--- src/rtl/sdram_pkg.sv ---
// Shared definitions for the SDRAM controller: command encodings,
// FSM states, mode-register value and timing defaults.
package sdram_pkg;

    // {cs, ras, cas, we}
    localparam logic [3:0] CMD_NOP   = 4'b0111;
    localparam logic [3:0] CMD_ACT   = 4'b0011;
    localparam logic [3:0] CMD_READ  = 4'b0101;
    localparam logic [3:0] CMD_WRITE = 4'b0100;
    localparam logic [3:0] CMD_PRE   = 4'b0010;
    localparam logic [3:0] CMD_REF   = 4'b0001;
    localparam logic [3:0] CMD_MRS   = 4'b0000;
    localparam logic [3:0] CMD_INH   = 4'b1111;

    // CAS latency 2, burst length 1
    localparam logic [12:0] MODE_REG = 13'h020;
    // a[10] selects all banks on PRECHARGE
    localparam logic [12:0] A10_ALL  = 13'h0400;

    localparam int DEF_INIT_WAIT    = 200;
    localparam int DEF_REF_INTERVAL = 780;
    localparam int DEF_T_RCD        = 2;
    localparam int DEF_T_RP         = 2;
    localparam int DEF_T_RFC        = 7;

    typedef enum logic [3:0] {
        S_INIT_WAIT,
        S_INIT_PRE,
        S_INIT_REF1,
        S_INIT_REF2,
        S_INIT_MRS,
        S_IDLE,
        S_ACT,
        S_RDWR,
        S_CAS_WAIT,
        S_PRE,
        S_REF
    } state_t;

endpackage

--- src/rtl/sdram_refresh_timer.sv ---
// Periodic refresh request generator: a down-counter that raises a sticky
// pending flag on each expiry; the controller clears it when it refreshes.
module sdram_refresh_timer
    import sdram_pkg::*;
#(
    parameter int REF_INTERVAL = DEF_REF_INTERVAL
) (
    input  logic clk,
    input  logic reset,
    input  logic en,
    input  logic clr,
    output logic pending
);

    localparam logic [15:0] RELOAD = 16'(REF_INTERVAL - 1);

    logic [15:0] cnt;

    // Count while enabled; a fresh expiry wins over a same-cycle clear
    always_ff @(posedge clk) begin
        if (reset || !en) begin
            cnt     <= RELOAD;
            pending <= 1'b0;
        end else begin
            if (clr)
                pending <= 1'b0;
            if (cnt == 16'd0) begin
                cnt     <= RELOAD;
                pending <= 1'b1;
            end else begin
                cnt <= cnt - 16'd1;
            end
        end
    end

endmodule

--- src/rtl/sdram_ctrl.sv ---
// Single-access close-page SDRAM controller (32-bit, CL2, burst 1).
// All SDRAM pins are registered; every command is decided one edge early.
module sdram_ctrl
    import sdram_pkg::*;
#(
    parameter int INIT_WAIT    = DEF_INIT_WAIT,
    parameter int REF_INTERVAL = DEF_REF_INTERVAL,
    parameter int T_RCD        = DEF_T_RCD,
    parameter int T_RP         = DEF_T_RP,
    parameter int T_RFC        = DEF_T_RFC
) (
    input  logic        clk,
    input  logic        reset,
    input  logic        req_valid,
    output logic        req_ready,
    input  logic        req_we,
    input  logic [31:0] req_addr,
    input  logic [31:0] req_wdata,
    input  logic [3:0]  req_wstrb,
    output logic        resp_valid,
    output logic [31:0] resp_rdata,
    output logic        cke,
    output logic        cs,
    output logic        ras,
    output logic        cas,
    output logic        we,
    output logic [12:0] a,
    output logic [1:0]  ba,
    output logic [3:0]  dqm,
    output logic [31:0] dq_out,
    output logic        dq_oe,
    input  logic [31:0] dq_in
);

    state_t      state;
    logic [15:0] cnt;
    logic [3:0]  cmd;
    logic        init_done;
    logic        rd_cap;
    logic        ref_pending;
    logic        ref_clr;
    logic        lat_we;
    logic [1:0]  lat_ba;
    logic [8:0]  lat_col;
    logic [31:0] lat_wdata;
    logic [3:0]  lat_wstrb;
    logic        unused_addr_bits;

    assign {cs, ras, cas, we} = cmd;
    assign req_ready = (state == S_IDLE) && !ref_pending;
    assign ref_clr   = (state == S_IDLE) && ref_pending;
    assign unused_addr_bits = ^{req_addr[31:26], req_addr[1:0]};

    sdram_refresh_timer #(.REF_INTERVAL(REF_INTERVAL)) u_ref_timer (
        .clk     (clk),
        .reset   (reset),
        .en      (init_done),
        .clr     (ref_clr),
        .pending (ref_pending)
    );

    // Main sequencer: init, idle arbitration, close-page access and refresh
    always_ff @(posedge clk) begin
        if (reset) begin
            state      <= S_INIT_WAIT;
            cnt        <= 16'(INIT_WAIT);
            cke        <= 1'b0;
            cmd        <= CMD_INH;
            a          <= '0;
            ba         <= '0;
            dqm        <= 4'hF;
            dq_oe      <= 1'b0;
            dq_out     <= '0;
            resp_valid <= 1'b0;
            resp_rdata <= '0;
            rd_cap     <= 1'b0;
            init_done  <= 1'b0;
            lat_we     <= 1'b0;
            lat_ba     <= '0;
            lat_col    <= '0;
            lat_wdata  <= '0;
            lat_wstrb  <= '0;
        end else begin
            cke        <= 1'b1;
            cmd        <= CMD_NOP;
            dqm        <= 4'hF;
            dq_oe      <= 1'b0;
            resp_valid <= 1'b0;
            // read data arrives two cycles after READ (CL2)
            if (rd_cap) begin
                resp_valid <= 1'b1;
                resp_rdata <= dq_in;
                rd_cap     <= 1'b0;
            end
            case (state)
                S_INIT_WAIT: begin
                    if (cnt == 16'd0) begin
                        cmd   <= CMD_PRE;
                        a     <= A10_ALL;
                        ba    <= '0;
                        cnt   <= 16'(T_RP - 1);
                        state <= S_INIT_PRE;
                    end else cnt <= cnt - 16'd1;
                end
                S_INIT_PRE: begin
                    if (cnt == 16'd0) begin
                        cmd   <= CMD_REF;
                        cnt   <= 16'(T_RFC - 1);
                        state <= S_INIT_REF1;
                    end else cnt <= cnt - 16'd1;
                end
                S_INIT_REF1: begin
                    if (cnt == 16'd0) begin
                        cmd   <= CMD_REF;
                        cnt   <= 16'(T_RFC - 1);
                        state <= S_INIT_REF2;
                    end else cnt <= cnt - 16'd1;
                end
                S_INIT_REF2: begin
                    if (cnt == 16'd0) begin
                        cmd   <= CMD_MRS;
                        a     <= MODE_REG;
                        ba    <= '0;
                        cnt   <= 16'd1;
                        state <= S_INIT_MRS;
                    end else cnt <= cnt - 16'd1;
                end
                S_INIT_MRS: begin
                    if (cnt == 16'd0) begin
                        init_done <= 1'b1;
                        state     <= S_IDLE;
                    end else cnt <= cnt - 16'd1;
                end
                S_IDLE: begin
                    if (ref_pending) begin
                        cmd   <= CMD_REF;
                        cnt   <= 16'(T_RFC - 1);
                        state <= S_REF;
                    end else if (req_valid) begin
                        lat_we    <= req_we;
                        lat_ba    <= req_addr[12:11];
                        lat_col   <= req_addr[10:2];
                        lat_wdata <= req_wdata;
                        lat_wstrb <= req_wstrb;
                        cmd       <= CMD_ACT;
                        a         <= req_addr[25:13];
                        ba        <= req_addr[12:11];
                        cnt       <= 16'(T_RCD - 1);
                        state     <= S_ACT;
                    end
                end
                S_ACT: begin
                    if (cnt == 16'd0) begin
                        a  <= {4'b0000, lat_col};
                        ba <= lat_ba;
                        if (lat_we) begin
                            cmd    <= CMD_WRITE;
                            dq_oe  <= 1'b1;
                            dq_out <= lat_wdata;
                            dqm    <= ~lat_wstrb;
                        end else begin
                            cmd <= CMD_READ;
                            dqm <= 4'h0;
                        end
                        state <= S_RDWR;
                    end else cnt <= cnt - 16'd1;
                end
                S_RDWR: begin
                    if (lat_we) begin
                        cmd        <= CMD_PRE;
                        a          <= '0;
                        ba         <= lat_ba;
                        resp_valid <= 1'b1;
                        cnt        <= 16'(T_RP - 1);
                        state      <= S_PRE;
                    end else begin
                        state <= S_CAS_WAIT;
                    end
                end
                S_CAS_WAIT: begin
                    // precharge overlaps the CL2 data cycle
                    cmd    <= CMD_PRE;
                    a      <= '0;
                    ba     <= lat_ba;
                    rd_cap <= 1'b1;
                    cnt    <= 16'(T_RP - 1);
                    state  <= S_PRE;
                end
                S_PRE, S_REF: begin
                    if (cnt == 16'd0) state <= S_IDLE;
                    else cnt <= cnt - 16'd1;
                end
                default: begin
                    state <= S_INIT_WAIT;
                    cnt   <= 16'(INIT_WAIT);
                end
            endcase
        end
    end

endmodule

--- config.mk ---
export PLATFORM = sky130hd
export DESIGN_NAME = sdram_ctrl
export DESIGN_NICKNAME = d
export VERILOG_FILES = /design/src/rtl/sdram_pkg.sv /design/src/rtl/sdram_refresh_timer.sv /design/src/rtl/sdram_ctrl.sv
export SDC_FILE = /design/constraint.sdc
export NUM_CORES = 1
export LEC_CHECK = 0
export BUFFER_PORTS_ARGS = -buffer_cell sky130_fd_sc_hd__buf_2
export CORE_ASPECT_RATIO = 1.2
export CORE_UTILIZATION = 56
export DETAILED_ROUTE_END_ITERATION = 8
export PLACE_DENSITY = 0.84
export SLEW_MARGIN = 20
export SYNTH_ARGS = -nofsm -noshare
export SYNTH_HDL_FRONTEND = slang
export SYNTH_SLANG_ARGS = --single-unit
--- constraint.sdc ---
create_clock -name clk -period 3.35 [get_ports clk]
set_input_delay 0.335 -clock clk [delete_from_list [all_inputs] [get_ports clk]]
set_output_delay 0.335 -clock clk [all_outputs]
set_load 0.02 [all_outputs]
==> results of run 1 <==
-- logic make-up after synthesis --
kind of cell             after synthesis  synth area share
multiplexers                          39            0.0546
buffers and inverters                 71            0.0389
XOR/XNOR                              12            0.0147
adder cells (fa/ha/maj)                3           0.00488
AND/OR/NAND/NOR                      343             0.213
AO/OA/AOI/OAI                        206             0.180
flip-flops                           177             0.494
-- metrics by stage --
| step | setup slack [ns] | hold WS, ns | instances |
|---|---|---|---|
| floorplan | 1.09 | 0.363 | 851 |
| global placement | 0.816 | 0.397 | 1153 |
| detailed placement | 0.786 | 0.411 | 1153 |
| CTS | 0.705 | 0.126 | 1185 |
| global route | 0.524 | 0.131 | 1185 |
| finish | 0.674 | 0.139 | 1185 |
-- state kept, by name, indices dropped and copies added (netlist names), 2 cells and up --
signal and flops:
state 4, ba 2, a 13, lat_ba 2, dqm 4, dq_out 32
u_ref_timer.cnt 16, resp_rdata 32, cnt 16, lat_col 9, cmd 4, lat_wstrb 4
lat_wdata 32
-- worst reg2reg max path, cell delays in order, from the launching register on --
cell and delay, ns:
sky130_fd_sc_hd__dfxtp_1 0.35, sky130_fd_sc_hd__inv_1 0.07, sky130_fd_sc_hd__ha_1 0.20, sky130_fd_sc_hd__nor4b_1 0.35, sky130_fd_sc_hd__and4b_1 0.48, sky130_fd_sc_hd__buf_4 0.27
sky130_fd_sc_hd__o21ai_0 0.13, sky130_fd_sc_hd__or4b_2 0.66
-- worst min-delay path by stage --
| stage | slack (ns) | cells past startpoint | to |
|---|---|---|---|
| global placement | 0.40 | 1 | u_ref_timer.cnt[0] |
| CTS | 0.13 | 3 | lat_wdata[15] |
| global route | 0.13 | 3 | lat_wdata[15] |
| finish | 0.14 | 3 | lat_wdata[13] |
| detailed placement | 0.41 | 1 | u_ref_timer.cnt[0] |
| floorplan | 0.36 | 0 | cmd[3] |
-- layout by cell type, fill, tap and decap left out, types with 3 or more instances in the layout --
master                        n
sky130_fd_sc_hd__inv_1        9
sky130_fd_sc_hd__nor2_1      66
sky130_fd_sc_hd__nand2_1    189
sky130_fd_sc_hd__a2111oi_0    8
sky130_fd_sc_hd__or4_1        5
sky130_fd_sc_hd__o31ai_1      8
sky130_fd_sc_hd__nand3_1     13
sky130_fd_sc_hd__nor3_1      14
sky130_fd_sc_hd__o41ai_1      3
sky130_fd_sc_hd__a31oi_1      3
sky130_fd_sc_hd__a211oi_1     4
sky130_fd_sc_hd__nor2b_1     14
sky130_fd_sc_hd__buf_2      185
sky130_fd_sc_hd__nand4b_1     4
sky130_fd_sc_hd__xor2_1       3
sky130_fd_sc_hd__o21ai_0     19
sky130_fd_sc_hd__dfxtp_1    176
sky130_fd_sc_hd__o221ai_1     3
sky130_fd_sc_hd__clkbuf_16   17
sky130_fd_sc_hd__mux2i_1     38
sky130_fd_sc_hd__nand4_1      4
sky130_fd_sc_hd__or3_1        7
sky130_fd_sc_hd__xnor2_1      9
sky130_fd_sc_hd__o211ai_1     3
sky130_fd_sc_hd__nor4_1       5
sky130_fd_sc_hd__a21o_1       5
sky130_fd_sc_hd__and2_1       3
sky130_fd_sc_hd__buf_4       17
sky130_fd_sc_hd__bufinv_16    3
sky130_fd_sc_hd__a21oi_1    110
sky130_fd_sc_hd__clkbuf_1     3
sky130_fd_sc_hd__a31o_2       8
sky130_fd_sc_hd__a22oi_1     11
-- cell type report --
type	instances	area (um^2)	area share
inverters	10	37.5	0.00427
well taps	161	201	0.0229
repair buffers	202	1050	0.120
multi-input cells	603	3350	0.381
flip-flops and latches	177	3540	0.403
clock inverters	11	153	0.0174
clock buffers	21	450	0.0512
-- per-layer routing --
layer,GRT usage,wire length (um),up-vias
met4,0.136,552,0
li1,-,-,3276
met2,0.460,8990,265
met1,0.334,7300,3138
met3,0.0642,1160,57
met5,0,0,-
-- power by group --
part	leakage [nW]	switching, W	internal, W	total, W
sequential	1.43	0.0000237	0.00212	0.00214
combinational	1.75	0.0000980	0.0000831	0.000181
clock	0.290	0.000823	0.00120	0.00202
total	3.47	0.000944	0.00340	0.00435
==> summary.md, run 1 <==
| Metric | Value |
|---|---|
| Worst ir drop on vdd | `0.401 mV` |
| Worst min path class | `in -> reg` |
| Via density per instance | `5.68` |
| Total buffers and inverters traversed by the critical path | `2` |
| Aggregate negative setup slack | `0 ns` |
| Area contributors post-synth | `sky130_fd_sc_hd__dfxtp_1 (49%), sky130_fd_sc_hd__nand2_1 (9.9%), sky130_fd_sc_hd__a21oi_1 (7.7%)` |
| DRC Markers | `0` |
| Capturing element type of the critical path | `flop` |
| Final Skew | `0.0114 ns` |
| Via count of the routed design | `6736` |
| List of most frequent post-synthesis cells | `sky130_fd_sc_hd__nand2_1 (189), sky130_fd_sc_hd__dfxtp_1 (177), sky130_fd_sc_hd__a21oi_1 (110)` |
| Routed WL per cell | `15.2 um` |
| Area share of the largest cell type after synthesis | `0.494` |
| Clock tree from TritonCTS | `yes` |
| Reg-to-reg slack, setup | `0.67 ns` |
| GRT Residual Overflow | `0` |
| Most frequently used cell type in the post-synthesis netlist | `sky130_fd_sc_hd__nand2_1` |
| P&R area growth vs syn | `22.6%` |
| Leakage power | `3.47 nW` |
| Total power per unit cell area | `495 nW/um^2` |
| Setup crit start kind | `flop` |
| Slew Limit Fails | `0` |
| Headroom to the max-slew limit | `0.328` |
| Worst endpoint required time | `3.63 ns` |
| Setup repair after global routing missed its margin | `false` |
| Design Area, Final | `8790 um^2` |
| Class of the most critical setup path | `reg -> reg` |
| CTS Buffer Depth | `2` |
| Async set or reset register ratio after synthesis | `0` |
| Proportion of layout cells with a drive suffix above 1 | `0.246` |
| Worst reg2reg endpoint | `cmd[2]` |
| Synth Flop Type | `sky130_fd_sc_hd__dfxtp_1` |
| Final-stage net count | `1117` |
| Number of rows in the core area | `44` |
| Count of input and output buffers | `186` |
| Antenna cells | `0` |
| Antenna violations before repair | `0` |
| Shortest period the worst path allows | `2.68 ns` |
| Worst path top cell family by delay | `simple AND/OR/NAND/NOR gates` |
| Setup repair bufs after CTS | `0` |
| Library cell contributing the largest single delay on the critical path | `sky130_fd_sc_hd__or4b_2` |
| Transition time of the tightest slew-check pin | `1.01 ns` |
| Clock buffers created by TritonCTS | `17` |
| I/O pin total | `195` |
| Clock Root Buffer | `sky130_fd_sc_hd__clkbuf_16` |
| Starting density of the core | `0.584` |
| Data arrival time of the worst path | `2.95 ns` |
| Hold path startpoint | `req_wdata[13]` |
| Worst reg2reg path startpoint | `cnt[0]` |
| Maxcap violations | `0` |
| Run status | `finished clean` |
| Worst setup path start | `cnt[0]` |
| Cells traversed along the worst timing path | `inv_1, ha_1, nor4b_1, and4b_1, buf_4, o21ai_0, or4b_2` |
| Die Footprint | `13300 um^2` |
| Average size of a mapped cell | `8.43 um^2` |
| First-pass GRT wire length | `29600 um` |
| DRC marker count from the first detailed-route iteration | `541` |
| Estimated wirelength of the detail-placed design | `11900 um` |
| Total number of cells along the worst setup path | `7` |
| Worst-case reg-to-reg path depth | `7` |
| Post-route fraction of the period consumed by the critical path | `0.799` |
| Area leader, netlist | `sky130_fd_sc_hd__dfxtp_1` |
| Register area share after synthesis | `0.494` |
| Clock slew at reported path FFs | `0.07 ns` |
| Clock net sink count | `177` |
| Synthesized area | `7170 um^2` |
| Count of filler cells inserted in the layout | `943` |
| Count of final hold-check violations | `0` |
| Critical path destination | `cmd[2]` |
| Vert. Die Dim | `126 um` |
| Number of standard cells after synthesis | `851` |
| Placed Instance Area | `8190 um^2` |
| Hold Buf Count CTS | `0` |
| Area of the core | `12300 um^2` |
| Global-route usage over all layers | `0.276` |
| Syn. warnings | `0` |
| Number of instances resized during post-cts repair | `0` |
| Synth unique cells | `63` |
| Critical-path maximum fanout | `13` |
| PnR Total Power | `0.00435 W` |
| Number of setup violations in the final report | `0` |
| Net count of the mapped netlist | `957` |
| TritonRoute pass-1 iters | `5` |
| Drt total wl | `18000 um` |
| CTS H-Tree Depth | `4` |
| Clock latency on the worst-skew pair | `0.43 ns` |
| Antenna viol nets, final | `0` |
| Weighted congestion at the end of routability-driven global placement | `0.822` |
| Number of global-route vias before repair | `6262` |
| Number of enable-type register cells in the synthesized netlist | `0` |
| Core utilization of the finished layout | `0.716` |
| Horizontal extent of the die | `105 um` |
| Maximum operating frequency | `0.374 GHz` |
| Worst stage delay on the critical path | `0.66 ns` |
| Largest net degree at the start of global routing | `62` |
| Number of flip-flops and latches in the synthesized netlist | `177` |
Note: power is estimated with default switching activity, not from simulation.
==> inputs of run 2 (changes only) <==
CORE_UTILIZATION = 52   (was 56)
PLACE_DENSITY = 0.79   (was 0.84)
clock period = 2.8 ns   (was 3.35 ns; I/O delays follow)
==> run 2 against run 1 <==
  * Routed wire length rose by 0.51%
  * Sequential power grew 20%
  * Clock power rose by 21%
  * Largest cell class unchanged
  * Sequential share of layout area down 0.60 points
  * Clock skew up 0.00068 ns
  * Hold slack worse by 0.057 ns
  * Flip-flop and latch count unchanged
  * First-iteration DRC count down 27%
  * Fmax rose by 8.2%
  * Design area up 1.5%
  * Critical endpoint is now cnt[12]
==> summary.md, run 2 (synthesis results as in run 1) <==
| Metric | Value |
|---|---|
| Slew Limit Fails | `0 (unchanged)` |
| Horizontal extent of the die | `109 um (was 105 um)` |
| Estimated wirelength of the detail-placed design | `12300 um (was 11900 um)` |
| Final-stage net count | `1129 (was 1117)` |
| DRC marker count from the first detailed-route iteration | `393 (was 541)` |
| Weighted congestion at the end of routability-driven global placement | `0.842 (was 0.822)` |
| Clock net sink count | `177 (unchanged)` |
| Fin worst setup slack | `0.327 ns (was 0.674 ns)` |
| Most common cell after layout, fill and taps aside | `sky130_fd_sc_hd__nand2_1 (unchanged)` |
| Part of the power in combinational logic | `0.042 (about the same)` |
| Worst-case reg-to-reg path depth | `7 (unchanged)` |
| Critical-path maximum fanout | `6 (was 13)` |
| Die Footprint | `14300 um^2 (was 13300 um^2)` |
| Cell-internal power | `0.00406 W (was 0.00340 W)` |
| Worst endpoint required time | `3.15 ns (was 3.63 ns)` |
| Vert. Die Dim | `131 um (was 126 um)` |
| Setup repair bufs after CTS | `0 (unchanged)` |
| Maxcap violations | `0 (unchanged)` |
| Capturing element type of the critical path | `flop (unchanged)` |
| Clock latency on the worst-skew pair | `0.43 ns (about the same)` |
| Sequential cell fraction of total power | `0.489 (was 0.493)` |
| Setup crit start kind | `flop (unchanged)` |
| Library cell contributing the largest single delay on the critical path | `sky130_fd_sc_hd__or3b_2 (was sky130_fd_sc_hd__or4b_2)` |
| Worst min path class | `in -> reg (unchanged)` |
| Largest net degree at the start of global routing | `72 (was 62)` |
| Final Skew | `0.0121 ns (was 0.0114 ns)` |
| Hold Buf Count CTS | `0 (unchanged)` |
| Setup repair after global routing missed its margin | `false (unchanged)` |
| Cells traversed along the worst timing path | `inv_1, ha_1, or3b_2, or3_1, or3_1, or4_1, a21oi_1 (was inv_1, ha_1, nor4b_1, and4b_1, buf_4, o21ai_0, or4b_2)` |
| Routed WL per cell | `15.0 um (was 15.2 um)` |
| Post-route fraction of the period consumed by the critical path | `0.883 (was 0.799)` |
| End of the worst hold path | `lat_wdata[11] (was lat_wdata[13])` |
| Via density per instance | `5.53 (was 5.68)` |
| Registers with the most flip-flops | `dq_out (32), lat_wdata (32), resp_rdata (32) (unchanged)` |
| Count of final hold-check violations | `0 (unchanged)` |
| Cell mode on critical path | `sky130_fd_sc_hd__or3_1` |
| I/O pin total | `195 (unchanged)` |
| Proportion of layout cells with a drive suffix above 1 | `0.255 (was 0.246)` |
| Class of the most critical setup path | `reg -> reg (unchanged)` |
| Leakage power | `3.54 nW (was 3.47 nW)` |
| Hold path startpoint | `req_wdata[11] (was req_wdata[13])` |
| First-pass GRT wire length | `29000 um (was 29600 um)` |
| Run status | `finished clean (unchanged)` |
| Total power per unit cell area | `586 nW/um^2 (was 495 nW/um^2)` |
| Clock group share of total power | `0.468 (was 0.466)` |
| DRC Markers | `0 (unchanged)` |
| Number of rows in the core area | `46 (was 44)` |
| Headroom to the max-slew limit | `0.329 (was 0.328)` |
| P&R area growth vs syn | `24.4% (was 22.6%)` |
| Transition time of the tightest slew-check pin | `1.01 ns (about the same)` |
| Clock slew at reported path FFs | `0.07 ns (about the same)` |
| Clock buffers created by TritonCTS | `17 (unchanged)` |
| Number of global-route vias before repair | `6219 (was 6262)` |
| Switching power summed over all nets | `0.00117 W (was 0.000944 W)` |
| Global-route usage over all layers | `0.256 (was 0.276)` |
| Worst stage delay on the critical path | `0.52 ns (was 0.66 ns)` |
| Worst reg2reg path startpoint | `cnt[0] (unchanged)` |
| Antenna violations before repair | `1 (was 0)` |
| Pre-CTS setup slack | `0.336 ns (was 0.786 ns)` |
| Reg-to-reg slack, setup | `0.33 ns (was 0.67 ns)` |
| Worst setup path start | `cnt[0] (unchanged)` |
| Antenna viol nets, final | `0 (unchanged)` |
| Most frequent cells in the layout | `sky130_fd_sc_hd__nand2_1 (189), sky130_fd_sc_hd__buf_2 (185), sky130_fd_sc_hd__dfxtp_1 (176) (unchanged)` |
| Data arrival time of the worst path | `2.82 ns (was 2.95 ns)` |
| Via count of the routed design | `6660 (was 6736)` |
| Number of setup violations in the final report | `0 (unchanged)` |
| Maximum operating frequency | `0.404 GHz (was 0.374 GHz)` |
| Aggregate negative setup slack | `0 ns (unchanged)` |
| Worst ir drop on vdd | `0.502 mV (was 0.401 mV)` |
| Drt total wl | `18100 um (was 18000 um)` |
| Area of the core | `13400 um^2 (was 12300 um^2)` |
| Total buffers and inverters traversed by the critical path | `1 (was 2)` |
| Starting density of the core | `0.537 (was 0.584)` |
| TritonRoute pass-1 iters | `5 (unchanged)` |
| Shortest period the worst path allows | `2.47 ns (was 2.68 ns)` |
| Worst hold stages | `3 (unchanged)` |
| Clock Root Buffer | `sky130_fd_sc_hd__clkbuf_16 (unchanged)` |
| CTS Buffer Depth | `2 (unchanged)` |
| Number of instances resized during post-cts repair | `0 (unchanged)` |
| Clock tree from TritonCTS | `yes (unchanged)` |
| GRT Residual Overflow | `0 (unchanged)` |
| CTS H-Tree Depth | `4 (unchanged)` |
| Fraction of power spent switching nets | `0.224 (was 0.217)` |
| Worst reg2reg endpoint | `cnt[12] (was cmd[2])` |
| Worst path top cell family by delay | `simple AND/OR/NAND/NOR gates (unchanged)` |
| Count of input and output buffers | `186 (unchanged)` |
## run 2: cell count changes in the layout (fill, tap and decap cells not counted), sizes merged
cell and delta:
diode +1, buf +12, clkinvlp -1, clkbuf -3, clkinv +3
## run 2: metrics by stage
step	hold WS, ns	area, um^2	util	cells	power (W)
final	0.0816	8920	0.668	1204	0.00523
after global routing	0.0810	8920	0.668	1204	0.00539
after CTS	0.0707	8920	0.668	1203	0.00526
after detailed placement	0.406	8310	0.622	1172	0.00283
after global placement	0.397	8310	0.622	1172	0.00283
after floorplan	0.308	7170	-	851	0.00273
## run 2: how the worst max path moves through the flow
stage	to	cells after the start	slack, ns
4_1_cts	cnt[13]	5	0.32
5_1_grt	cnt[12]	7	0.16
3_3_place_gp	cnt[5]	5	0.34
6_report	cnt[12]	7	0.33
3_5_place_dp	cnt[13]	5	0.34
2_1_floorplan	cnt[12]	7	0.54
## run 2: area by class of cell
class	count	area [um^2]
inverters	10	37.5
flip-flops and latches	177	3540
clock buffers	18	429
repair buffers	214	1170
diodes	1	2.50
clock inverters	13	183
fillers	1115	4430
well taps	168	210
multi-input cells	603	3350
## run 2: power groups by stage
stage | clock network [W] | logic (W) | registers, W
after floorplan | 0 | 0.000118 | 0.00261
after global placement | 0 | 0.000216 | 0.00261
after detailed placement | 0 | 0.000219 | 0.00261
after CTS | 0.00248 | 0.000221 | 0.00256
after global routing | 0.00258 | 0.000244 | 0.00256
final | 0.00245 | 0.000222 | 0.00256
## run 2: per-layer routing
metal,up-vias,global-route usage,part of all wire
li1,3306,-,-
met1,3133,0.312,0.41
met2,187,0.428,0.51
met3,34,0.0694,0.059
met4,0,0.100,0.021
met5,-,0,0
## run 2: worst reg2reg max path, cell delays in order, from the launching register on
cell                      delay [ns]
sky130_fd_sc_hd__dfxtp_1        0.35
sky130_fd_sc_hd__inv_1          0.08
sky130_fd_sc_hd__ha_1           0.20
sky130_fd_sc_hd__or3b_2         0.52
sky130_fd_sc_hd__or3_1          0.36
sky130_fd_sc_hd__or3_1          0.33
sky130_fd_sc_hd__or4_1          0.40
sky130_fd_sc_hd__a21oi_1        0.15
